## src/rtl/profiler_uart_reporter.sv

```systemverilog
// Profiler snapshot reporter: sends a 34-byte frame (0xA5 header, eight 32-bit counters
// MSB byte first, XOR checksum of the payload) over an 8N1 UART transmitter.
module profiler_uart_reporter #(
  parameter int unsigned CLOCK_FREQ = 1000000,
  parameter int unsigned BAUD_RATE  = 9600
) (
  input  logic        clk,
  input  logic        rst,
  input  logic        enable,
  input  logic        start,
  input  logic [31:0] icache_hit_counter,
  input  logic [31:0] icache_miss_counter,
  input  logic [31:0] icache_request_counter,
  input  logic [31:0] dcache_hit_counter,
  input  logic [31:0] dcache_miss_counter,
  input  logic [31:0] dcache_request_counter,
  input  logic [31:0] icache_line_fill_latency_counter,
  input  logic [31:0] dcache_line_fill_latency_counter,
  output logic        uart_tx,
  output logic        busy,
  output logic        done,
  output logic [15:0] frame_count
);

  localparam int unsigned ClksPerBit = CLOCK_FREQ / BAUD_RATE;
  localparam int unsigned CntW       = $clog2(ClksPerBit);
  localparam logic [CntW-1:0] BaudLast = CntW'(ClksPerBit - 1);
  localparam logic [5:0] LastByte = 6'd33;

  localparam logic [1:0] StIdle     = 2'd0;
  localparam logic [1:0] StStartBit = 2'd1;
  localparam logic [1:0] StDataBits = 2'd2;
  localparam logic [1:0] StStopBit  = 2'd3;

  logic [1:0]      state_q, state_d;
  logic [CntW-1:0] baud_cnt_q, baud_cnt_d;
  logic [2:0]      bit_cnt_q, bit_cnt_d;
  logic [5:0]      byte_idx_q, byte_idx_d;
  logic [255:0]    snapshot_q, snapshot_d;
  logic            tx_q, tx_d;
  logic            busy_q, busy_d;
  logic            done_q, done_d;
  logic [15:0]     frame_count_q, frame_count_d;

  logic       bit_end;
  logic [7:0] checksum;
  logic [4:0] payload_sel;
  logic [7:0] cur_byte;

  assign bit_end = (baud_cnt_q == BaudLast);

  always_comb begin
    checksum = 8'h00;
    for (int i = 0; i < 32; i++) begin
      checksum = checksum ^ snapshot_q[8*i +: 8];
    end
  end

  // Byte 1 is the top byte of the snapshot, byte 32 the bottom one.
  assign payload_sel = 5'(6'd32 - byte_idx_q);

  always_comb begin
    if (byte_idx_q == 6'd0) begin
      cur_byte = 8'hA5;
    end else if (byte_idx_q == LastByte) begin
      cur_byte = checksum;
    end else begin
      cur_byte = snapshot_q[{payload_sel, 3'b000} +: 8];
    end
  end

  always_comb begin
    state_d       = state_q;
    baud_cnt_d    = baud_cnt_q;
    bit_cnt_d     = bit_cnt_q;
    byte_idx_d    = byte_idx_q;
    snapshot_d    = snapshot_q;
    tx_d          = tx_q;
    busy_d        = busy_q;
    done_d        = 1'b0;
    frame_count_d = frame_count_q;

    if (!enable) begin
      // Abort also wins over a frame completing on this same edge.
      state_d    = StIdle;
      tx_d       = 1'b1;
      busy_d     = 1'b0;
      baud_cnt_d = '0;
      bit_cnt_d  = '0;
      byte_idx_d = '0;
    end else begin
      if (state_q != StIdle) begin
        baud_cnt_d = bit_end ? '0 : baud_cnt_q + 1'b1;
      end
      case (state_q)
        StIdle: begin
          if (start) begin
            state_d    = StStartBit;
            snapshot_d = {icache_hit_counter, icache_miss_counter, icache_request_counter,
                          dcache_hit_counter, dcache_miss_counter, dcache_request_counter,
                          icache_line_fill_latency_counter, dcache_line_fill_latency_counter};
            tx_d       = 1'b0;
            busy_d     = 1'b1;
            baud_cnt_d = '0;
            bit_cnt_d  = '0;
            byte_idx_d = '0;
          end
        end
        StStartBit: begin
          if (bit_end) begin
            state_d   = StDataBits;
            bit_cnt_d = '0;
            tx_d      = cur_byte[0];
          end
        end
        StDataBits: begin
          if (bit_end) begin
            if (bit_cnt_q == 3'd7) begin
              state_d   = StStopBit;
              bit_cnt_d = '0;
              tx_d      = 1'b1;
            end else begin
              bit_cnt_d = bit_cnt_q + 3'd1;
              tx_d      = cur_byte[bit_cnt_q + 3'd1];
            end
          end
        end
        StStopBit: begin
          if (bit_end) begin
            if (byte_idx_q < LastByte) begin
              state_d    = StStartBit;
              byte_idx_d = byte_idx_q + 6'd1;
              tx_d       = 1'b0;
            end else begin
              state_d       = StIdle;
              byte_idx_d    = '0;
              busy_d        = 1'b0;
              done_d        = 1'b1;
              frame_count_d = frame_count_q + 16'd1;
            end
          end
        end
        default: state_d = StIdle;
      endcase
    end
  end

  always_ff @(posedge clk or negedge rst) begin
    if (!rst) begin
      state_q       <= StIdle;
      baud_cnt_q    <= '0;
      bit_cnt_q     <= '0;
      byte_idx_q    <= '0;
      snapshot_q    <= '0;
      tx_q          <= 1'b1;
      busy_q        <= 1'b0;
      done_q        <= 1'b0;
      frame_count_q <= '0;
    end else begin
      state_q       <= state_d;
      baud_cnt_q    <= baud_cnt_d;
      bit_cnt_q     <= bit_cnt_d;
      byte_idx_q    <= byte_idx_d;
      snapshot_q    <= snapshot_d;
      tx_q          <= tx_d;
      busy_q        <= busy_d;
      done_q        <= done_d;
      frame_count_q <= frame_count_d;
    end
  end

  assign uart_tx     = tx_q;
  assign busy        = busy_q;
  assign done        = done_q;
  assign frame_count = frame_count_q;

endmodule

```

## config.mk

```make
export PLATFORM = sky130hd
export DESIGN_NAME = profiler_uart_reporter
export DESIGN_NICKNAME = d
export VERILOG_FILES = /design/src/rtl/profiler_uart_reporter.sv
export SDC_FILE = /design/constraint.sdc
export NUM_CORES = 1
export LEC_CHECK = 0
export ABC_AREA = 1
export CORE_AREA = 2 2 223 181
export CTS_CLUSTER_SIZE = 8
export DETAILED_ROUTE_END_ITERATION = 16
export DIE_AREA = 0 0 225 183
export MAX_ROUTING_LAYER = met4
export PLACE_DENSITY = 0.74
export SYNTH_ARGS = -nofsm -noshare
export SYNTH_HDL_FRONTEND = slang
export SYNTH_SLANG_ARGS = --single-unit
```

## constraint.sdc

```tcl
create_clock -name clk -period 6.91 [get_ports clk]
set_clock_uncertainty 0.15 [all_clocks]
set_input_delay 1.382 -clock clk [delete_from_list [all_inputs] [get_ports clk]]
set_output_delay 1.382 -clock clk [all_outputs]
set_load 0.01 [all_outputs]
```

-- Word-level counts from Yosys, hierarchy flattened
Index checks and enable logic that the tools add are counted.
- flip-flop bits (word level): 293
- bits in latches: 0
- memory bits (writable): 0
- memory bits (read-only): 0
- input port bits: 260
- output and inout port bits: 19
- logic and storage cells: 119
- memories kept: 0
- add/sub/neg operators: 5
- multiply operators: 0
- div/mod/pow operators: 0
- magnitude comparators: 2
- equality and inequality tests: 15
- shift operators: 1
- muxes and demuxes: 45
- bitwise gates (word level): 32
- reductions and logical operators: 10
- operators by type and width (operator ; number):
    256-bit by 9-bit indexed part select with 8-bit output ; 1
    8-bit bitwise XOR ; 31
    7-bit two-way mux ; 5
    6-bit two-way mux ; 4
    3-bit != test (second input constant) ; 7
    1-bit two-way mux ; 17
    16-bit by 1-bit adder with 16-bit output (second input constant) ; 1
    8-bit two-way mux ; 2
    3-bit two-way mux ; 5
    2-bit two-way mux ; 6
    6-bit one-hot mux with 2 select lines ; 1
    4-bit AND reduction ; 3
    5-bit AND reduction ; 2
    3-bit one-hot mux with 3 select lines ; 1
    2-bit one-hot mux with 4 select lines ; 1
    7-bit by 1-bit adder with 7-bit output (second input constant) ; 1
    7-bit equality test (second input constant) ; 1
    6-bit by 1-bit adder with 6-bit output (second input constant) ; 1
    6-bit equality test (second input constant) ; 1
    6-bit zero test ; 1
    6-bit < comparator (second input constant) ; 1
    3-bit AND reduction ; 2
    1-bit by 5-bit subtractor with 5-bit output (first input constant) ; 1
    2-bit equality test (second input constant) ; 2
    12 further kinds ; 12

-- Longest topological paths before layout
- word-level depth: 39
- gate-level depth with buffers: 26
- gate-level depth less buffers: 26

-- Least setup slack after synthesis
No wires, ideal clock.
- kind: input-to-reg
- from: in enable
- to: reg frame_count_q[14] (netlist: frame_count[14])
- library setup time: 0.125 ns
- arrival: 2.981 ns
- data required time: 6.635 ns
- slack: 3.653 ns
- stages on the path: 13
- buffers on the path: 1
- cell sequence: clkbuf_1 > nand2_1 > nor2_2 > inv_2 > nor2_4 > inv_2 > nor2_4 > nand2_2 > nor3_4 > nand4_2 > nor3_2 > nand4_1 > xnor2_1
- cells in the longest elaborated chain, start to end: 1
- RTL lines (element ; line ; RTL):
    start, declared ; 9 ; input logic enable,
    4-bit AND reduction (no source line) ; -- ;
    end signal, assigned ; 168 ; frame_count_q <= frame_count_d;
    end, declared ; 43 ; logic [15:0] frame_count_q, frame_count_d;
Every way passes these cells.
A chain may end at the register's enable or synchronous reset.

-- Final worst setup path
- from: reg byte_idx_q[0]
- to: reg tx_q (netlist: uart_tx)
- cells in the longest elaborated chain, start to end: 10
- elaborated cells on any way between the ends: 16
- those cells by class: add/sub (1); order compare (1); eq/ne (2); shift (1); mux (9); reduce/logical (2)
- RTL lines (element ; line ; RTL):
    start, declared ; 38 ; logic [5:0] byte_idx_q, byte_idx_d;
    start signal, assigned ; 163 ; byte_idx_q <= byte_idx_d;
    1-bit by 5-bit subtractor with 5-bit output ; 60 ; assign payload_sel = 5'(6'd32 - byte_idx_q);
    256-bit by 9-bit indexed part select with 8-bit output ; 68 ; cur_byte = snapshot_q[{payload_sel, 3'b000} +: 8];
    8-bit two-way mux ; 65 ; end else if (byte_idx_q == LastByte) begin
    8-bit two-way mux ; 63 ; if (byte_idx_q == 6'd0) begin
    1-bit binary-select mux with 3-bit select ; 124 ; tx_d = cur_byte[bit_cnt_q + 3'd1];
    1-bit two-way mux (not written as such) ; 124 ;
    1-bit two-way mux ; 118 ; if (bit_cnt_q == 3'd7) begin
    1-bit two-way mux ; 117 ; if (bit_end) begin
    1-bit one-hot mux with 4 select lines ; 95 ; case (state_q)
    1-bit two-way mux ; 83 ; if (!enable) begin
    end signal, assigned ; 165 ; tx_q <= tx_d;
    end, declared ; 40 ; logic tx_q, tx_d;
Several ways; a longest one is shown, not always the timed one. The select of a mux whose other input is x is not followed.

==> summary.md <==
| Metric | Value |
|---|---|
| Commonest non-fill, non-tap cells in the layout | `nand2_1 (473), dfrtp_1 (291), clkdlybuf4s50_1 (277)` |
| F_max | `0.204 GHz` |
| RSZ-0062 raised after global routing | `no` |
| Share of cells above drive strength 1 | `7.93%` |
| Main synth FF type | `dfrtp_1` |
| Setup-failing EPs final | `0` |
| Ports | `279` |
| Setup_tns | `0 ns` |
| RD Place Congestion | `0.901` |
| Critical Path Sink | `uart_tx$_DFFE_PN1P_` |
| Flop2flop setup slack | `2.01 ns` |
| Fin util | `55.8%` |
| Slew Limit Headroom | `32.1%` |
| Vias in the first global route | `~15000` |
| Slew @ Worst Pin | `1.02 ns` |
| Die ar. | `41200 um^2` |
| Die height | `183 um` |
| FF-to-FF End | `uart_tx$_DFFE_PN1P_` |
| Number of buffers created by CTS | `42` |
| Critical path required time | `7.22 ns` |
| R2r startpoint | `byte_idx_q[0]$_DFFE_PN0P_` |
| GR Util All Layers | `25.6%` |
| Initial antenna violation count | `1` |
| Crit. Startpoint | `byte_idx_q[0]$_DFFE_PN0P_` |
| DRC errors left | `0` |
| Finished Layout Cells | `2976` |
| Number of max-cap violations | `0` |
| Die X | `225 um` |
| VDD IR-drop max | `between 0.2 and 0.25 mV` |
| TritonCTS clock tree | `yes` |
| Total routed wirelength | `51.3 mm` |
| CTS H-tree lvls | `2` |
| Critical-path maximum fanout | `between 90 and 100` |
| Hold crit path type | `reg -> reg` |
| Cells after Synth | `2227` |
| R2R depth | `20` |
| Maximum number of buffers from clock root to sink | `3` |
| Final ANT Viol Nets | `0` |
| Post-synth EDFFs | `0` |
| Status | `finished, final reports clean` |
| Sinks on Clock Net | `around 290` |
| Final Hold Fails | `0` |
| Most common cell after layout, fill and taps aside | `nand2_1` |
| Syn Area/Cell | `7.81 um^2` |
| Critical path type | `reg -> reg` |
| Pwr Density | `515 nW/um^2` |
| CTS clk-pin slew, worst paths | `roughly 0.06 ns` |
| HPWL Detailed | `36.8 mm` |
| Area growth syn-to-layout | `24.9%` |
| Mapped Nets | `2499` |
| CP arrival | `5.21 ns` |
| Placed Instances | `2919` |
| Via Count | `15900` |
| # Post-CTS Setup Buffers | `0` |
| Core region area | `39000 um^2` |
| Clk Latency, worst-skew pair | `0.54 ns` |
| Clk root buf | `clkbuf_16` |
| Rows | `65` |
| Final #Nets | `2733` |
| Synth Register Bits | `293` |
| Nature of the critical path endpoint | `flop` |
| Quantity of gates resized following cts | `0` |
| Post-synthesis cell type count | `46` |
| Synth top area share | `42.0%` |
| First-pass GRT wire length | `81.2 mm` |
| Post-CTS Hold Fix Bufs | `0` |
| Largest net degree at the start of global routing | `178` |
| Total gr overflow | `0` |
| IO Port Bufs | `278` |
| Tcrit/Tclk final | `70.9%` |
| CP Launch Type | `flop` |
| Crit path setup slack, layout | `2.01 ns` |
| Avg WL per Cell | `17.2 um` |
| Yosys warnings | `0` |
| Seq/Total Area, Yosys | `between 40 and 50%` |
| Final min period | `4.90 ns` |
| Area contributors post-synth | `dfrtp_1 (42%), nand2_1 (10%), mux2_2 (7.5%)` |
| FFs w/ async S/R, synth | `100%` |
| 1st-iter DRT viols | `1429` |
| Leading area contributor after synthesis | `dfrtp_1` |
| Pre-Repair DR Iteration Count | `5` |
| Slew Limit Fails | `0` |
| Static leakage | `slightly above 0.01 uW` |
| Via density | `5.34` |
| Initial Utilization | `44.7%` |
| Mapped Area | `17400 um^2` |
| Pre-CTS setup slack | `2.23 ns` |
[per-layer routing]
layer  track usage [%]  part of all wire [%]
met2              40.4                    47
met1              33.6                    43
met5                 -                     0
met4              8.19                   2.8
met3              4.37                   6.9
[per-stage QoR]
stage               hold slack [ns]  total power (uW)  area [um^2]
finish                        0.348             11200        21700
floorplan                     0.307              7730        17400
CTS                           0.356             11200        21700
detailed placement            0.341              9210        20500
global route                  0.381             12300        21700
global placement              0.309              9000        20500
[layout make-up]
type | count | area (um^2)
Clock buffer | 56 | 1180
Sequential cell | 293 | 7340
Timing Repair Buffer | 287 | 2880
Multi-Input combinational cell | 1579 | 8730
Inverter | 258 | 971
Antenna cell | 1 | 2.50
Tap cell | 502 | 628
Fill cell | 3465 | 17200
[sequential cells by signal, summed over array words and instances (netlist names), 2 cells and up]
name and count:
bit_cnt_q 3, frame_count 16, byte_idx_q 6, baud_cnt_q 7, state_q 2, snapshot_q 256
[synth_stat cells, types with 3 or more instances]
| cell | count |
|---|---|
| nand3_1 | 178 |
| nor2_1 | 204 |
| a31oi_1 | 7 |
| ha_1 | 12 |
| o22ai_1 | 3 |
| buf_2 | 31 |
| and3_1 | 3 |
| mux2_2 | 116 |
| inv_1 | 252 |
| o211ai_1 | 34 |
| o21ai_0 | 103 |
| buf_1 | 11 |
| a21oi_1 | 239 |
| nand2_1 | 473 |
| nor3_1 | 8 |
| xor2_1 | 62 |
| inv_2 | 5 |
| o21ai_1 | 6 |
| nand3b_1 | 17 |
| dfrtp_1 | 292 |
| xnor2_1 | 81 |
| nand4_1 | 4 |
| clkbuf_1 | 55 |
[critical path: stages (launching register included)]
cell and delay (ns):
dfrtp_4 0.98, inv_4 0.55, ha_4 0.37, xor2_4 0.50
buf_4 0.37, inv_2 0.34, a31oi_1 0.24, o21ai_0 0.12
nand3_1 0.12, nand3_1 0.07, nand3_1 0.10, nand2_1 0.09
nand2_1 0.06, nand3_1 0.11, nand2_1 0.08, nand3_1 0.07
nand3_1 0.08, nand2_1 0.06, nand2_1 0.06, nand2_1 0.05
a21oi_1 0.12
[worst min path at each step]
| stage | cells past startpoint | slack (ns) | from | endpoint |
|---|---|---|---|---|
| after floorplan | 2 | 0.31 | bit_cnt_q[1]$_DFFE_PN0P_ | bit_cnt_q[1]$_DFFE_PN0P_ |
| after global placement | 1 | 0.31 | frame_count[15]$_DFFE_PN0P_ | frame_count[15]$_DFFE_PN0P_ |
| after detailed placement | 2 | 0.34 | bit_cnt_q[1]$_DFFE_PN0P_ | bit_cnt_q[1]$_DFFE_PN0P_ |
| after CTS | 2 | 0.36 | bit_cnt_q[1]$_DFFE_PN0P_ | bit_cnt_q[1]$_DFFE_PN0P_ |
| after global routing | 1 | 0.38 | frame_count[15]$_DFFE_PN0P_ | frame_count[15]$_DFFE_PN0P_ |
| final | 1 | 0.35 | frame_count[15]$_DFFE_PN0P_ | frame_count[15]$_DFFE_PN0P_ |
[cell families (layout without fill, tap and decap cells)]
logic type / after synthesis / count (layout) / share of synthesized area, %
other: 0 / 1 / 0
adder cells (fa/ha/maj): 12 / 12 / 0.863
AND/OR/NAND/NOR: 904 / 904 / 21.8
multiplexers: 116 / 116 / 7.51
XOR/XNOR: 145 / 145 / 7.45
flip-flops: 293 / 293 / 42.1
buffers and inverters: 355 / 601 / 7.89
AO/OA/AOI/OAI: 402 / 402 / 12.3
[where the power goes]
part,switching (uW),total (uW),internal (uW)
sequential,860,3340,2480
clock,739,1900,1160
combinational,3500,5950,2450
total,5100,11200,6090
Power figures use the tool's default switching activity.
